--- src/rtl/spi_dac_multi.sv ---
`default_nettype none
// ============================================================================
//  Module      : spi_dac_multi
//  Description : NCH-channel serial DAC driver sharing one serial clock.
//                Each channel has a word FIFO with valid/ready, its own data
//                line and frame strobe, and an optional repeat mode that
//                re-sends the last word when the FIFO runs dry.
//  Revision    : 1.0 - initial release
// ============================================================================
module spi_dac_multi #(
    parameter int NCH      = 2,
    parameter int DW       = 8,
    parameter int DEPTH    = 4,
    parameter int CLK_DIV  = 2,
    parameter int IDLE_CYC = 1
) (
    input  logic                             clk,
    input  logic                             reset,
    input  logic [NCH*DW-1:0]                data_in,
    input  logic [NCH-1:0]                   valid_in,
    output logic [NCH-1:0]                   ready_out,
    input  logic [NCH-1:0]                   repeat_en,
    output logic                             sclk,
    output logic [NCH-1:0]                   dout,
    output logic [NCH-1:0]                   sync_n,
    output logic [NCH-1:0]                   busy,
    output logic [NCH*($clog2(DEPTH)+1)-1:0] level
);

    localparam int c_AW    = $clog2(DEPTH);
    localparam int c_LW    = c_AW + 1;
    localparam int c_DIV_W = (CLK_DIV > 1) ? $clog2(CLK_DIV) : 1;
    localparam int c_BIT_W = $clog2(DW);
    localparam int c_GAP_W = (IDLE_CYC > 1) ? $clog2(IDLE_CYC) : 1;

    localparam logic [c_DIV_W-1:0] c_DIV_LAST = c_DIV_W'(CLK_DIV - 1);
    localparam logic [c_BIT_W-1:0] c_BIT_LAST = c_BIT_W'(DW - 1);
    localparam logic [c_GAP_W-1:0] c_GAP_LAST = c_GAP_W'(IDLE_CYC - 1);
    localparam logic [c_LW-1:0]    c_FULL     = c_LW'(DEPTH);

    localparam logic [1:0] c_ST_IDLE  = 2'd0;
    localparam logic [1:0] c_ST_SHIFT = 2'd1;
    localparam logic [1:0] c_ST_GAP   = 2'd2;

    logic [c_DIV_W-1:0] r_div;
    logic               r_sclk;
    logic               w_rise;

    // Shared divider: toggles sclk every CLK_DIV clk cycles
    always_ff @(posedge clk or posedge reset) begin
        if (reset) begin
            r_div  <= '0;
            r_sclk <= 1'b0;
        end else if (r_div == c_DIV_LAST) begin
            r_div  <= '0;
            r_sclk <= ~r_sclk;
        end else begin
            r_div <= r_div + 1'b1;
        end
    end

    // All channel activity is keyed to the 0->1 toggle of sclk
    assign w_rise = (r_div == c_DIV_LAST) && !r_sclk;
    assign sclk   = r_sclk;

    genvar g;
    generate
        for (g = 0; g < NCH; g++) begin : g_ch
            logic [DW-1:0]      r_mem [DEPTH];
            logic [c_AW-1:0]    r_wptr;
            logic [c_AW-1:0]    r_rptr;
            logic [c_LW-1:0]    r_level;
            logic [1:0]         r_state;
            logic [1:0]         w_state_nxt;
            logic [DW-1:0]      r_shift;
            logic [DW-1:0]      r_last;
            logic               r_has_last;
            logic [c_BIT_W-1:0] r_bitcnt;
            logic [c_GAP_W-1:0] r_gapcnt;
            logic               r_sync_n;
            logic               r_dout;
            logic [DW-1:0]      w_din;
            logic [DW-1:0]      w_word;
            logic               w_full;
            logic               w_fifo_ne;
            logic               w_work;
            logic               w_push;
            logic               w_pop;
            logic               w_start;

            // FIFO contents win over the repeat word whenever both exist
            assign w_din     = data_in[g*DW +: DW];
            assign w_full    = (r_level == c_FULL);
            assign w_fifo_ne = (r_level != '0);
            assign w_work    = w_fifo_ne | (repeat_en[g] & r_has_last);
            assign w_word    = w_fifo_ne ? r_mem[r_rptr] : r_last;
            assign w_push    = valid_in[g] & ~w_full;
            assign w_start   = w_rise & w_work &
                               ((r_state == c_ST_IDLE) |
                                ((r_state == c_ST_GAP) & (r_gapcnt == '0)));
            assign w_pop     = w_start & w_fifo_ne;

            // Next-state decode, only advancing on sclk rise events
            always_comb begin
                w_state_nxt = r_state;
                if (w_rise) begin
                    case (r_state)
                        c_ST_IDLE:  if (w_work) w_state_nxt = c_ST_SHIFT;
                        c_ST_SHIFT: if (r_bitcnt == '0) w_state_nxt = c_ST_GAP;
                        c_ST_GAP:   if (r_gapcnt == '0)
                                        w_state_nxt = w_work ? c_ST_SHIFT : c_ST_IDLE;
                        default:    w_state_nxt = c_ST_IDLE;
                    endcase
                end
            end

            // State register
            always_ff @(posedge clk or posedge reset) begin
                if (reset) r_state <= c_ST_IDLE;
                else       r_state <= w_state_nxt;
            end

            // FIFO storage; contents need no reset since level gates reads
            always_ff @(posedge clk) begin
                if (w_push) r_mem[r_wptr] <= w_din;
            end

            // FIFO pointers and occupancy; pointers wrap naturally (DEPTH is 2^n)
            always_ff @(posedge clk or posedge reset) begin
                if (reset) begin
                    r_wptr  <= '0;
                    r_rptr  <= '0;
                    r_level <= '0;
                end else begin
                    if (w_push) r_wptr <= r_wptr + 1'b1;
                    if (w_pop)  r_rptr <= r_rptr + 1'b1;
                    if (w_push && !w_pop)      r_level <= r_level + 1'b1;
                    else if (w_pop && !w_push) r_level <= r_level - 1'b1;
                end
            end

            // Frame datapath: load, shift out MSB first, then hold the gap
            always_ff @(posedge clk or posedge reset) begin
                if (reset) begin
                    r_shift    <= '0;
                    r_last     <= '0;
                    r_has_last <= 1'b0;
                    r_bitcnt   <= '0;
                    r_gapcnt   <= '0;
                    r_sync_n   <= 1'b1;
                    r_dout     <= 1'b0;
                end else if (w_start) begin
                    r_shift    <= w_word;
                    r_last     <= w_word;
                    r_has_last <= 1'b1;
                    r_sync_n   <= 1'b0;
                    r_dout     <= w_word[DW-1];
                    r_bitcnt   <= c_BIT_LAST;
                end else if (w_rise && (r_state == c_ST_SHIFT)) begin
                    if (r_bitcnt == '0) begin
                        r_sync_n <= 1'b1;
                        r_dout   <= 1'b0;
                        r_gapcnt <= c_GAP_LAST;
                    end else begin
                        r_shift  <= r_shift << 1;
                        r_dout   <= r_shift[DW-2];
                        r_bitcnt <= r_bitcnt - 1'b1;
                    end
                end else if (w_rise && (r_state == c_ST_GAP) && (r_gapcnt != '0)) begin
                    r_gapcnt <= r_gapcnt - 1'b1;
                end
            end

            assign ready_out[g]            = ~w_full;
            assign dout[g]                 = r_dout;
            assign sync_n[g]               = r_sync_n;
            assign busy[g]                 = (r_state != c_ST_IDLE);
            assign level[g*c_LW +: c_LW]   = r_level;
        end
    endgenerate

endmodule
`default_nettype wire

--- config.mk ---
export PLATFORM = sky130hd
export DESIGN_NAME = spi_dac_multi
export DESIGN_NICKNAME = d
export VERILOG_FILES = /design/src/rtl/spi_dac_multi.sv
export SDC_FILE = /design/constraint.sdc
export NUM_CORES = 1
export LEC_CHECK = 0
export CORE_ASPECT_RATIO = 0.8
export CORE_MARGIN = 4
export CORE_UTILIZATION = 40
export CTS_CLUSTER_SIZE = 30
export DETAILED_ROUTE_END_ITERATION = 8
export GPL_ROUTABILITY_DRIVEN = 1
export PLACE_DENSITY = 0.57
export SYNTH_ARGS = -nofsm -noshare
export SYNTH_HDL_FRONTEND = slang
export SYNTH_SLANG_ARGS = --single-unit
--- constraint.sdc ---
create_clock -name clk -period 2.6 [get_ports clk]
set_input_delay 0.39 -clock clk [delete_from_list [all_inputs] [get_ports clk]]
set_output_delay 0.39 -clock clk [all_outputs]
set_load 0.005 [all_outputs]
Yosys cells after proc, flatten, opt, wreduce, memory -nomap -nowiden:

Memories as Yosys holds them, arrays and structs flattened.
Index checks and enable logic that the tools add are counted.

* output and inout bits: 15
* memories: 2
* logic and storage cells: 169
* flip-flop bits (word level): 64
* memory bits (writable): 64
* input bits: 22

Memories
* g_ch[0].r_mem: depth 4, width 8, rd ports 1, clocked after memory_dff 0, write ports 1, line 69 `logic [DW-1:0] r_mem [DEPTH];`
* g_ch[1].r_mem: depth 4, width 8, rd ports 1, clocked after memory_dff 0, write ports 1, line 69

* reduce and logical (&&, ||, !) cells: 40
* bitwise operators: 23
* $add $sub $neg: 13
* eq/ne operators: 16
* mux-type cells: 51

Operators by type and width (number)
* $mux 7: 6
* $mux 3: 10
* $mux 1: 25
* $ne 2x2->1 const B: 10
* $reduce_bool 2->1: 10
* $mux 8: 2
* $and 1x1->1: 12
* $mux 2: 6
* $pmux 2 s3: 2
* $sub 3x1->3 const B: 4
* $logic_and 1x1->1: 11
* $add 2x1->2 const B: 4
* $reduce_and 2->1: 4
* $reduce_and 4->1: 2
* $not 1->1: 7
* $add 3x1->3 const B: 2
* $eq 3x3->1 const B: 2
* $logic_not 3->1: 2
* $reduce_and 3->1: 2
* $reduce_bool 3->1: 2
* $logic_not 1->1: 5
* $eq 2x1->1 const B: 2
* $eq 2x2->1 const B: 2
* $logic_not 2->1: 2
* other kinds (3): 7

Longest topological paths before layout:

* depth after elaboration: 8
* gate-level depth with buffers: 10
* gate-level depth less buffers: 9

Worst setup path before layout:

No wires, ideal clock.

* path kind: register to register
* start: register g_ch[1].r_level[0]
* end: register g_ch[1].r_level[2]
* buffers on the path: 1
* setup slack: 0.362 ns
* arrival: 2.159 ns
* stages on the path, launching flop included: 11
* required time: 2.521 ns
* library setup time: 0.079 ns
* period minus slack after synthesis: 2.238 ns
* cell sequence: dfrtp_1 nor3_2 nor3_4 buf_4 inv_1 ha_1 inv_1 fa_1 xor2_1 nor2_1 xor2_1

* longest elaborated chain between the ends: 8
* elaborated cells between the ends (all ways): 17
* classes of those cells: add/sub (2); eq/ne (1); mux (2); bitwise (6); reduce/logical (6)

Ends and longest elaborated chain
* start: declaration: line 72 `logic [c_LW-1:0] r_level;`
* start signal: assignment: line 137 `if (w_push && !w_pop) r_level <= r_level + 1'b1;`
* start signal: assignment: line 138 `else if (w_pop && !w_push) r_level <= r_level - 1'b1;`
* $reduce_bool 3->1: line 94 `assign w_fifo_ne = (r_level != '0);`
* $or 1x1->1: line 95 `assign w_work = w_fifo_ne | (repeat_en[g] & r_has_last);`
* $and 1x1->1 (2 in a row): line 98 `assign w_start = w_rise & w_work &`
* $and 1x1->1: line 101 `assign w_pop = w_start & w_fifo_ne;`
* $logic_not 1->1: line 137
* $logic_and 1x1->1: line 137
* $mux 3 / $reduce_bool 2->1 (equally long branches)

Parallel ways exist; a longest one is shown, timed or not. The select of a mux whose other input is x is not followed.
A chain may end at the register's enable or synchronous reset.

Final worst setup path:

* start: register r_div
* end: register g_ch[0].r_level[1]

* longest elaborated chain between the ends: 7
* elaborated cells between the ends (all ways): 9
* classes of those cells: mux (1); bitwise (3); reduce/logical (5)

Ends and longest elaborated chain
* start: declaration: line 45 `logic [c_DIV_W-1:0] r_div;`
* start signal: assignment: line 58 `r_div <= r_div + 1'b1;`
* $logic_and 1x1->1 *: line 63 `assign w_rise = (r_div == c_DIV_LAST) && !r_sclk;`
* $and 1x1->1 * (2 in a row): line 98
* $and 1x1->1 *: line 101
* $logic_not 1->1: line 137
* $logic_and 1x1->1: line 137
* $mux 3 / $reduce_bool 2->1 (equally long branches)
* end signal: assignment: line 137
* end signal: assignment: line 138
* end: declaration: line 72

Mark *: on every way between the ends. The rest lies on a longest branch, timed or not.

==> results.py <==
metrics = {
    "cells_and_area": {
        "layout-drive-gt1-share_pct": 18.2,
        "n_antenna_cell": 0,
        "n_fill_cell": 1209,
        "fin_util_pct": 49.1,
        "nNetsFinal": 471,
        "area_growth_pct": 19.7,
        "regArea_sq_um": 3530,
        "multiInputGateArea_sq_um": 1890,
    },
    "routing": {
        "first_iter_violations": 213,
        "drt_pass1_iterations": 4,
        "num_vias": 3160,
        "totalWireLength_mm": 10.4,
        "via_per_inst": 5.05,
        "wl_per_cell_microns": 16.6,
        "drcViolationCount": 0,
        "ant_nets": 0,
    },
    "worst_setup_path": {
        "cp-start-kind": "flop",
        "path_cells": "or2b_4 -> nor3_4 -> inv_1 -> ha_1 -> inv_1 -> fa_1 -> mux2_2",
        "worstPathMaxFanout": 7,
        "end_kind": "flop",
        "crit_top_cell": "inv_1",
        "crit_arrival_ns": 2.45,
        "cp_top_family": "adder cells",
        "worst-path-buf-inv": 2,
        "rrSetupSlack_ns": 0.44,
        "required_ns": 2.89,
        "critPathLaunch": "r_div$_DFF_PP0_",
        "critPathKind": "reg2reg",
        "cp_slowest_cell": "dfrtp_1",
        "regToRegStartpoint": "r_div$_DFF_PP0_",
        "critPathMaxStageDelay_ns": 0.42,
    },
    "clocking": {
        "path_clk_slew_ns": 0.06,
        "cts_num_sinks": 128,
        "clock_latency_ns": 0.41,
        "postCtsResizedCells": 0,
        "ctsHoldBuffers": 0,
        "root_buffer": "clkbuf_16",
        "cts_tree": "done",
        "h-tree-depth": 4,
        "clockBufferDepth": 2,
        "numCtsBuffers": 17,
        "postCtsSetupRepairBufs": 0,
    },
    "die": {
        "io_pins": 37,
        "die_w_microns": 140,
        "start_util_pct": 41.0,
        "core_sq_um": 13600,
        "row_count": 38,
        "die_h_microns": 114,
        "die-area_sq_um": 16000,
    },
    "placed_design": {
        "port_buffers": 36,
        "post-dp-hpwl_mm": 7.06,
        "gp_congestion": 0.733,
    },
    "pwr": {
        "ir_drop_uv": 532,
        "pwr-share-clk_pct": 28.2,
        "p_leak_nw": 2.61,
        "pwr-share-seq_pct": 41.6,
        "p_switching_mw": 2.54,
        "comb_power_share_pct": 30.2,
        "p_sw_share_pct": 32.7,
        "powerDensity_nw_per_um2": 1160,
        "p_int_mw": 5.23,
    },
    "synth": {
        "syn_area_per_cell_sq_um": 14.5,
        "synthesis.area_sq_um": 5600,
        "ys_async_sr_fraction_pct": 50.0,
        "synth_commonest_cells": "64 x edfxtp_1, 62 x dfrtp_1, 38 x nand2_1",
        "ys_seq_area_share_pct": 63.0,
        "synth_area_leaders": "edfxtp_1 34%, dfrtp_1 28%, mux4_2 6.4%, ha_1 3.1%, o211ai_1 2.8%",
        "netlist_instances": 387,
        "ys_warn_count": 0,
        "synth_most_common_cell": "edfxtp_1",
        "yosys.area.top_type": "edfxtp_1",
        "ys_seq_elements": 128,
        "synth_edf_count": 64,
        "synth_nets": 425,
        "synthFlopType": "edfxtp_1",
        "yosysUniqueCellTypes": 51,
        "synth_top_cell_area_share_pct": 34.3,
    },
    "sta": {
        "worst_slew_pin_slew_ns": 0.648,
        "setup_viol": 0,
        "period_needed_ns": 2.16,
        "finalMaxSlewViolations": 0,
        "max_slew_margin_pct": 56.7,
        "max_freq_mhz": 464,
        "min_period_over_period_pct": 83.0,
        "rsz0062_at_grt": "no",
        "hold_violations": 0,
        "tns_ns": 0,
        "finClkSkew_ns": 0.00806,
    },
    "min_path": {
        "hold_path.class": "in2async",
    },
    "global_route": {
        "overflow": 0,
        "antenna_found_initial": 0,
        "grt_pass1_wl_mm": 17.5,
        "grt_use_total_pct": 14.4,
        "grt_max_degree": 65,
        "grt_pass1_vias": 3233,
    },
    "status": {
        "status": "finished, final reports clean",
    },
    "job": {
        "drv_cap": 0,
    },
}
## final timing paths
path / end / cells past startpoint
setup / recovery: g_ch[0].r_level[1]$_DFFE_PP0P_ / 7
hold / removal: g_ch[1].r_state[0]$_DFFE_PP0P_ / 3
setup reg to reg: g_ch[0].r_level[1]$_DFFE_PP0P_ / 7
hold reg to reg: g_ch[1].r_has_last$_DFFE_PP0P_ / 1
max in group asynchronous: g_ch[0].r_sync_n$_DFFE_PP1P_ / 3
min in group clk: g_ch[1].r_has_last$_DFFE_PP0P_ / 1
## cell families (layout without fill, tap and decap cells)
group	after synthesis	count (layout)	synth area share, %
xor gates and xnor gates	18	18	2.82
adders and majority gates	16	16	3.85
and+or+nand+nor	102	102	10.7
muxes	35	35	10.1
AOI/OAI and AO/OA	49	49	6.26
buffers and inverters	39	98	3.31
DFF	128	128	63.0
## power by group through the flow
stage	clock network [mW]	logic, mW	registers [mW]
final	2.19	2.34	3.23
after global routing	2.36	2.64	3.33
after CTS	2.25	2.40	3.24
after detailed placement	0	2.39	3.27
after global placement	0	2.33	3.24
after floorplan	0	1.81	3.10
## metal layers
metal / wire, microns / GRT usage (%) / up-vias
li1: - / - / 1519
met1: 5100 / 21.1 / 1573
met2: 4650 / 19.9 / 57
met3: 526 / 4.48 / 11
met4: 113 / 5.81 / 0
met5: 0 / 0 / -
## worst min-delay path, delay by kind of cell
kind	cells	cell delay, ns
buffers and inverters	3	0.77
## cells in the final DEF, fill, tap and decap left out, types with 12 or more instances in the layout
cell             count
edfxtp_1            64
dfrtp_1             62
nand2_1             38
clkdlybuf4s50_1     36
inv_1               22
o211ai_1            21
clkbuf_16           17
mux4_2              16
ha_1                14
nand4_1             12
## metrics by stage
step           hold slack, ns  total power [mW]  worst slack, ns  cells  area, sq um
2_1_floorplan           0.430              4.91            0.362    387         5600
3_5_place_dp            0.448              5.66            0.253    594         6150
5_1_grt                 0.378              8.33            0.230    626         6700
6_report                0.357              7.76            0.443    626         6700
3_3_place_gp            0.443              5.57            0.347    594         6150
4_1_cts                 0.374              7.88            0.415    626         6700
## flip-flops by register name (all words and copies together), names as in the netlist, 4 cells and up
| signal | count |
|---|---|
| g_ch.r_wptr | 4 |
| g_ch.r_level | 6 |
| g_ch.r_mem | 64 |
| g_ch.r_shift | 14 |
| g_ch.r_state | 4 |
| g_ch.r_bitcnt | 6 |
| g_ch.r_rptr | 4 |
| g_ch.r_last | 16 |
## layout make-up
class,count,area share [%]
Clock inverter,15,1.89
Multi-Input combinational cell,220,28.1
Tap cell,180,3.36
Clock buffer,17,6.35
Inverter,23,1.29
Sequential cell,128,52.6
Timing Repair Buffer,43,6.35
(Power assumes the default switching activity.)
